==> src/rtl/conv_stream_host.sv <==
// conv_stream_host
//   Stream initiator/collector for the system side of a convolver's
//   valid/ready interface. One X vector and one F vector are loaded through
//   a config write port. A start pulse streams both vectors out on two
//   independent channels. The NUM_Y results that come back are captured into
//   a result buffer, which is read through a registered read port.
//
// Handshake rule (all three channels): a beat transfers on a rising edge
// where valid && ready. A source never changes data or drops valid while
// valid && !ready. Each valid and each ready is a function of registered
// state only. No valid or ready depends combinationally on its partner.
//
// Optional build macro: STALL_INJECT_EN
//   When defined, an 8-bit LFSR throttles new X/F beats and y_ready so that
//   the convolver is exercised with irregular traffic.
//
// Ports:
//   clk, reset           clock, synchronous active-high reset
//   cfg_wr_en/sel/addr/data  write into X (sel=0) or F (sel=1) buffer; ignored while busy
//   start                one-cycle pulse, accepted only in IDLE
//   busy, done           run in progress / one-cycle completion pulse
//   x_data/x_valid/x_ready   X sample stream out
//   f_data/f_valid/f_ready   F sample stream out
//   y_data/y_valid/y_ready   result stream in
//   res_addr, res_data   result read port, data one cycle after address
//   dbg_state            current FSM state (0 IDLE, 1 RUN, 2 FINISH)
module conv_stream_host #(
  parameter int WIDTH     = 10,
  parameter int OUT_WIDTH = 23,
  parameter int SIZE_X    = 12,
  parameter int SIZE_F    = 5,
  localparam int NUM_Y    = SIZE_X - SIZE_F + 1,
  localparam int AW       = (SIZE_X > 1) ? $clog2(SIZE_X) : 1,
  localparam int RA_W     = (NUM_Y > 1) ? $clog2(NUM_Y) : 1
) (
  input  logic                 clk,
  input  logic                 reset,
  input  logic                 cfg_wr_en,
  input  logic                 cfg_sel,
  input  logic [AW-1:0]        cfg_addr,
  input  logic [WIDTH-1:0]     cfg_data,
  input  logic                 start,
  output logic                 busy,
  output logic                 done,
  output logic [WIDTH-1:0]     x_data,
  output logic                 x_valid,
  input  logic                 x_ready,
  output logic [WIDTH-1:0]     f_data,
  output logic                 f_valid,
  input  logic                 f_ready,
  input  logic [OUT_WIDTH-1:0] y_data,
  input  logic                 y_valid,
  output logic                 y_ready,
  input  logic [RA_W-1:0]      res_addr,
  output logic [OUT_WIDTH-1:0] res_data,
  output logic [1:0]           dbg_state
);

  localparam int XC_W = $clog2(SIZE_X + 1);
  localparam int FC_W = $clog2(SIZE_F + 1);
  localparam int YC_W = $clog2(NUM_Y + 1);
  localparam int FI_W = (SIZE_F > 1) ? $clog2(SIZE_F) : 1;

  localparam logic [XC_W-1:0] X_END = XC_W'(SIZE_X);
  localparam logic [FC_W-1:0] F_END = FC_W'(SIZE_F);
  localparam logic [YC_W-1:0] Y_END = YC_W'(NUM_Y);
  // One extra bit so the limit itself is representable when a size is a power of two.
  localparam logic [AW:0]     X_LIM = (AW + 1)'(SIZE_X);
  localparam logic [AW:0]     F_LIM = (AW + 1)'(SIZE_F);
  localparam logic [RA_W:0]   Y_LIM = (RA_W + 1)'(NUM_Y);

  typedef enum logic [1:0] {
    S_IDLE   = 2'd0,
    S_RUN    = 2'd1,
    S_FINISH = 2'd2
  } state_t;

  state_t          state_q, state_d;
  logic [XC_W-1:0] x_cnt_q, x_cnt_d;
  logic [FC_W-1:0] f_cnt_q, f_cnt_d;
  logic [YC_W-1:0] y_cnt_q, y_cnt_d;
  logic [OUT_WIDTH-1:0] res_q;

  logic [WIDTH-1:0]     xbuf_q [SIZE_X];
  logic [WIDTH-1:0]     fbuf_q [SIZE_F];
  logic [OUT_WIDTH-1:0] rbuf_q [NUM_Y];

  logic run;
  logic x_more, f_more, y_more;
  logic x_fire, f_fire, y_fire;

  assign run    = (state_q == S_RUN);
  assign x_more = (x_cnt_q != X_END);
  assign f_more = (f_cnt_q != F_END);
  assign y_more = (y_cnt_q != Y_END);

`ifdef STALL_INJECT_EN
  // Fibonacci LFSR x^8+x^6+x^5+x^4+1. A "hold" flag keeps a raised valid
  // asserted until it is accepted, whatever the LFSR does meanwhile.
  logic [7:0] lfsr_q, lfsr_d;
  logic       x_hold_q, x_hold_d;
  logic       f_hold_q, f_hold_d;

  assign x_valid = run && x_more && (!lfsr_q[0] || x_hold_q);
  assign f_valid = run && f_more && (!lfsr_q[1] || f_hold_q);
  assign y_ready = run && y_more && !lfsr_q[2];

  always_comb begin
    lfsr_d   = lfsr_q;
    x_hold_d = x_valid && !x_ready;
    f_hold_d = f_valid && !f_ready;
    if (run) begin
      lfsr_d = {lfsr_q[6:0], lfsr_q[7] ^ lfsr_q[5] ^ lfsr_q[4] ^ lfsr_q[3]};
    end
  end

  always_ff @(posedge clk) begin
    if (reset) begin
      lfsr_q   <= 8'hA5;
      x_hold_q <= 1'b0;
      f_hold_q <= 1'b0;
    end else begin
      lfsr_q   <= lfsr_d;
      x_hold_q <= x_hold_d;
      f_hold_q <= f_hold_d;
    end
  end
`else
  assign x_valid = run && x_more;
  assign f_valid = run && f_more;
  assign y_ready = run && y_more;
`endif

  assign x_fire = x_valid && x_ready;
  assign f_fire = f_valid && f_ready;
  assign y_fire = y_valid && y_ready;

  // Sample presented is picked straight from the counter, so it cannot move
  // while a beat is stalled.
  assign x_data = x_more ? xbuf_q[x_cnt_q[AW-1:0]] : '0;
  assign f_data = f_more ? fbuf_q[f_cnt_q[FI_W-1:0]] : '0;

  assign res_data  = res_q;
  assign dbg_state = state_q;

  always_comb begin
    state_d = state_q;
    x_cnt_d = x_cnt_q;
    f_cnt_d = f_cnt_q;
    y_cnt_d = y_cnt_q;
    busy    = 1'b0;
    done    = 1'b0;
    case (state_q)
      S_IDLE: begin
        if (start) begin
          state_d = S_RUN;
          x_cnt_d = '0;
          f_cnt_d = '0;
          y_cnt_d = '0;
        end
      end
      S_RUN: begin
        busy = 1'b1;
        if (x_fire) x_cnt_d = x_cnt_q + XC_W'(1);
        if (f_fire) f_cnt_d = f_cnt_q + FC_W'(1);
        if (y_fire) y_cnt_d = y_cnt_q + YC_W'(1);
        if (!x_more && !f_more && !y_more) state_d = S_FINISH;
      end
      S_FINISH: begin
        done    = 1'b1;
        state_d = S_IDLE;
      end
      default: state_d = S_IDLE;
    endcase
  end

  always_ff @(posedge clk) begin
    if (reset) begin
      state_q <= S_IDLE;
      x_cnt_q <= '0;
      f_cnt_q <= '0;
      y_cnt_q <= '0;
    end else begin
      state_q <= state_d;
      x_cnt_q <= x_cnt_d;
      f_cnt_q <= f_cnt_d;
      y_cnt_q <= y_cnt_d;
    end
  end

  // Buffer contents survive reset on purpose: a reset between runs keeps
  // the loaded vectors and the last results.
  always_ff @(posedge clk) begin
    if (cfg_wr_en && !busy) begin
      if (!cfg_sel && ({1'b0, cfg_addr} < X_LIM)) xbuf_q[cfg_addr] <= cfg_data;
      if (cfg_sel && ({1'b0, cfg_addr} < F_LIM))  fbuf_q[cfg_addr[FI_W-1:0]] <= cfg_data;
    end
    if (y_fire) rbuf_q[y_cnt_q[RA_W-1:0]] <= y_data;
  end

  // Registered read. A same-cycle write to the addressed entry is seen on
  // the following read, not this one.
  always_ff @(posedge clk) begin
    if (reset) begin
      res_q <= '0;
    end else if ({1'b0, res_addr} < Y_LIM) begin
      res_q <= rbuf_q[res_addr];
    end else begin
      res_q <= '0;
    end
  end

endmodule

==> config.mk <==
export PLATFORM = sky130hd
export DESIGN_NAME = conv_stream_host
export DESIGN_NICKNAME = d
export VERILOG_FILES = /design/src/rtl/conv_stream_host.sv
export SDC_FILE = /design/constraint.sdc
export NUM_CORES = 1
export LEC_CHECK = 0
export CORE_ASPECT_RATIO = 0.75
export CORE_MARGIN = 2
export CORE_UTILIZATION = 55
export DETAILED_ROUTE_END_ITERATION = 8
export GPL_TIMING_DRIVEN = 0
export MAX_ROUTING_LAYER = met4
export PLACE_DENSITY = 0.8
export SYNTH_ARGS = -nofsm -noshare
export SYNTH_HDL_FRONTEND = slang
export SYNTH_SLANG_ARGS = --single-unit
==> constraint.sdc <==
create_clock -name clk -period 4.5 [get_ports clk]
set_input_delay 0.675 -clock clk [delete_from_list [all_inputs] [get_ports clk]]
set_output_delay 0.675 -clock clk [all_outputs]
set_load 0.005 [all_outputs]
==> flow_metrics.py, run 1 <==
metrics = {
    "run_status": {
        "status": "finished, violations left",
        "failed_checks": "design-rule violations",
    },
    "timing": {
        "final-hold-violation-count": 0,
        "max-slew-margin-rel_pct": 22.1,
        "timing.setup.tns_ns": 0,
        "unrepaired_setup_endpoints_after_global_routing": "false",
        "timing_max_transition_violations_final": 0,
        "setup_viol_count_final": 0,
        "period_needed_ns": 3.47,
        "worst_clock_skew_ns": 0.0328,
        "worstMarginPinSlew_ns": 1.16,
        "achievable-frequency_mhz": 288,
        "fin_crit_sh_pct": 77.2,
    },
    "synthesis": {
        "avgSynthCellArea_um2": 20.6,
        "synth-main-ff-cell": "sky130_fd_sc_hd__edfxtp_1",
        "synth.distinct_cells": 46,
        "synthesis.instances": 727,
        "yosysWarningCount": 0,
        "post_synth_instance_area_mm2": 0.0150,
        "synth_edf_count": 354,
        "ys_seq_elements": 397,
        "ys_async_sr_fraction_pct": 0,
        "synth.yosys.seq_area_share_pct": 76.8,
        "syn_nets": 781,
    },
    "layout": {
        "multiInputGateArea_mm2": 0.00333,
        "nets": 921,
        "area_growth_syn_to_layout_pct": 18.1,
        "drive_gt1_share_pct": 20.3,
        "layout_commonest_cell": "sky130_fd_sc_hd__edfxtp_1",
        "sequential_cell_area_mm2": 0.0115,
        "finalCoreUtilization_pct": 65.8,
        "highest_count_cells_in_the_layout_ignoring_fill_and_taps": "354 x sky130_fd_sc_hd__edfxtp_1, 94 x sky130_fd_sc_hd__clkdlybuf4s50_1, 86 x sky130_fd_sc_hd__mux4_2",
        "antenna-diode-count": 0,
        "final-instance-count-excl-fill": 1243,
        "layout.filler_cells": 1719,
    },
    "clocking": {
        "clockBufferDepth": 3,
        "cts.sinks": 397,
        "clock_tree.root_cell": "sky130_fd_sc_hd__clkbuf_16",
        "htreeDepth": 2,
        "cts-resized-gates": 0,
        "clock_tree_from_tritoncts": "built",
        "cts-buffers-inserted": 37,
        "ctsHoldBuffers": 0,
        "clkTransAtPathRegs_ns": 0.07,
        "clk_latency_ns": 0.52,
        "post_cts_buffers": 0,
    },
    "floorplan": {
        "core_region_area_mm2": 0.0269,
        "pin_count": 98,
        "initial_utilization_pct": 55.7,
        "die_h_um": 147,
        "rows": 52,
        "area_of_the_die_mm2": 0.0286,
        "die_w_um": 194,
    },
    "worst_setup_path": {
        "timing.critical_path.slowest_stage_cell": "sky130_fd_sc_hd__clkdlybuf4s50_1",
        "worst-r2r-cell-count": 6,
        "critPathMaxStageDelay_ns": 0.55,
        "worstReg2RegStart": "y_cnt_q[1]",
        "required_ns": 3.83,
        "crit_path_start_kind": "flop",
        "worst_setup_path_class": "reg2out",
        "timing.critical_path.cells": "inv_1 -> ha_1 -> nand3_1 -> clkbuf_1 -> o21ai_0 -> a21oi_1 -> clkdlybuf4s50_1",
        "arrival_ns": 2.80,
        "worst-path-max-fanout": 10,
        "crit_path_start": "x_cnt_q[0]",
        "cp-end-kind": "primary output",
    },
    "routing": {
        "drc": 6,
        "antenna_left": 0,
        "wirelength_um": 30700,
        "num_vias": 7374,
        "first_pass_iters": 7,
        "detailed_router_s_first_iteration_violation_count": 706,
        "wl_per_cell_um": 24.7,
        "vias_per_cell": 5.93,
    },
    "global_route": {
        "gr-max-usage-layer": "met2",
        "grt_max_degree": 24,
        "met2_usage_pct": 35.2,
        "number_of_antenna_violations_at_the_first_check_in_global_routing": 0,
        "globalRoute.totalOverflow": 0,
        "grtUsageMet3_pct": 3.76,
        "first_pass_grt_wire_length_um": 45700,
        "first_global_vias": 7635,
        "grt_util_met1_pct": 30.6,
        "grt_use_total_pct": 22.4,
    },
    "hold_path": {
        "hold_path.startpoint": "y_cnt_q[3]",
        "whs_path_depth": 1,
        "holdCritPathClass": "reg2reg",
    },
    "placed_design": {
        "numPortBuffers": 94,
        "gp_weighted_congestion": 0.770,
        "post-dp-hpwl_um": 18600,
        "placed_cells_incl_taps": 1179,
    },
    "job": {
        "cap_viol_max_count": 0,
    },
    "power": {
        "worst_ir_drop_vdd_uv": 356,
        "leakage_dissipation_nw": 5.65,
        "power_density_mw_per_mm2": 424,
    },
}
[metal layers]
layer	wire [um]	vias up
met5	0	-
met4	779	0
met3	1950	65
met2	15100	270
met1	12900	3816
li1	-	3223
[synthesized netlist by cell type, types with 4 or more instances]
| cell | instances | area (um2) |
|---|---|---|
| sky130_fd_sc_hd__buf_2 | 9 | 45.0 |
| sky130_fd_sc_hd__buf_6 | 4 | 45.0 |
| sky130_fd_sc_hd__dfxtp_1 | 43 | 861 |
| sky130_fd_sc_hd__edfxtp_1 | 354 | 10600 |
| sky130_fd_sc_hd__mux4_2 | 86 | 1940 |
| sky130_fd_sc_hd__a21oi_1 | 13 | 65.1 |
| sky130_fd_sc_hd__mux2i_1 | 43 | 430 |
| sky130_fd_sc_hd__o21ai_0 | 15 | 75.1 |
| sky130_fd_sc_hd__buf_4 | 6 | 45.0 |
| sky130_fd_sc_hd__nor2_1 | 67 | 251 |
| sky130_fd_sc_hd__nand2_1 | 12 | 45.0 |
| sky130_fd_sc_hd__or3_1 | 4 | 25.0 |
| sky130_fd_sc_hd__ha_1 | 6 | 75.1 |
| sky130_fd_sc_hd__inv_1 | 5 | 18.8 |
| sky130_fd_sc_hd__clkbuf_1 | 11 | 41.3 |
[registers in the layout (all words and copies together) (netlist names), named ones only]
register / cells
fbuf_q: 50
rbuf_q: 184
f_cnt_q: 3
xbuf_q: 120
y_cnt_q: 4
x_cnt_q: 4
dbg_state: 2
res_data: 23
[report_power, final]
part           internal [mW]  switching [mW]  total [mW]
registers               4.05          0.0135        4.06
clock network           1.81            1.27        3.08
logic                  0.171           0.180       0.351
total                   6.02            1.47        7.49
[final cells by class]
cell class,count,share of cell area [%]
Timing Repair Buffer,101,5.75
Multi-Input combinational cell,291,18.8
Sequential cell,397,65.0
Buffer,32,1.05
Clock inverter,11,0.772
Tap cell,351,2.48
Clock buffer,53,5.98
Inverter,7,0.149
[final timing paths]
path	endpoint	slack (ns)
setup / recovery	x_data[0]	1.03
hold / removal	y_cnt_q[3]	0.49
setup reg to reg	rbuf_q[5][13]	1.79
hold reg to reg	y_cnt_q[3]	0.49
[critical path, delay by kind of cell, from the launching register on]
family | cells | cell delay (ns)
DFF | 1 | 0.36
adders and majority gates | 1 | 0.19
and+or+nand+nor | 1 | 0.21
buffers and inverters | 3 | 1.00
AOI/OAI and AO/OA | 2 | 0.52
[stage by stage]
step                worst slack (ns)  total power [mW]  cell area, um2  hold WS [ns]
floorplan                       1.37              4.30           15000         0.448
CTS                             1.02              7.53           17700         0.485
global route                   0.869              7.69           17700         0.511
detailed placement              1.39              4.49           16500         0.469
global placement              -0.537              4.48           16300         0.475
finish                          1.03              7.49           17700         0.493
[cells by family after synthesis]
logic type               Yosys count  synth area share, %
multiplexers                     130                 15.9
AND/OR/NAND/NOR                  113                 3.72
AO/OA/AOI/OAI                     40                 1.55
flip-flops                       397                 76.8
buffers and inverters             39                 1.41
XOR/XNOR                           2                0.117
adder cells (fa/ha/maj)            6                0.502
No activity file was read; power rests on OpenSTA's default activity.
==> inputs of run 2 (changes only) <==
clock period = 3.49 ns   (was 4.5 ns; I/O delays follow)
==> results of run 2 <==
Same layout as run 1 (identical final DEF). Status: finished, violations left: design-rule violations.
Among the figures that moved: setup slack after placement 1.39 ns -> 0.532 ns; setup slack after layout 1.03 ns -> 0.168 ns; hold slack 0.493 ns -> 0.475 ns; register-to-register setup slack 1.79 ns -> 0.78 ns; end point of the worst hold path y_cnt_q[3] -> res_data[0]; total power 7.49 mW -> 9.66 mW; worst IR drop on VDD 356 uV -> 460 uV
==> inputs of run 3 (changes only) <==
clock period = 3.9 ns   (was 3.49 ns; I/O delays follow)
==> results of run 3 <==
Same layout as run 1 (identical final DEF). Status: finished, violations left: design-rule violations.
Among the figures that moved: setup slack after placement 1.39 ns -> 0.880 ns; setup slack after layout 1.03 ns -> 0.517 ns; register-to-register setup slack 1.79 ns -> 1.19 ns; total power 7.49 mW -> 8.64 mW; worst IR drop on VDD 356 uV -> 411 uV
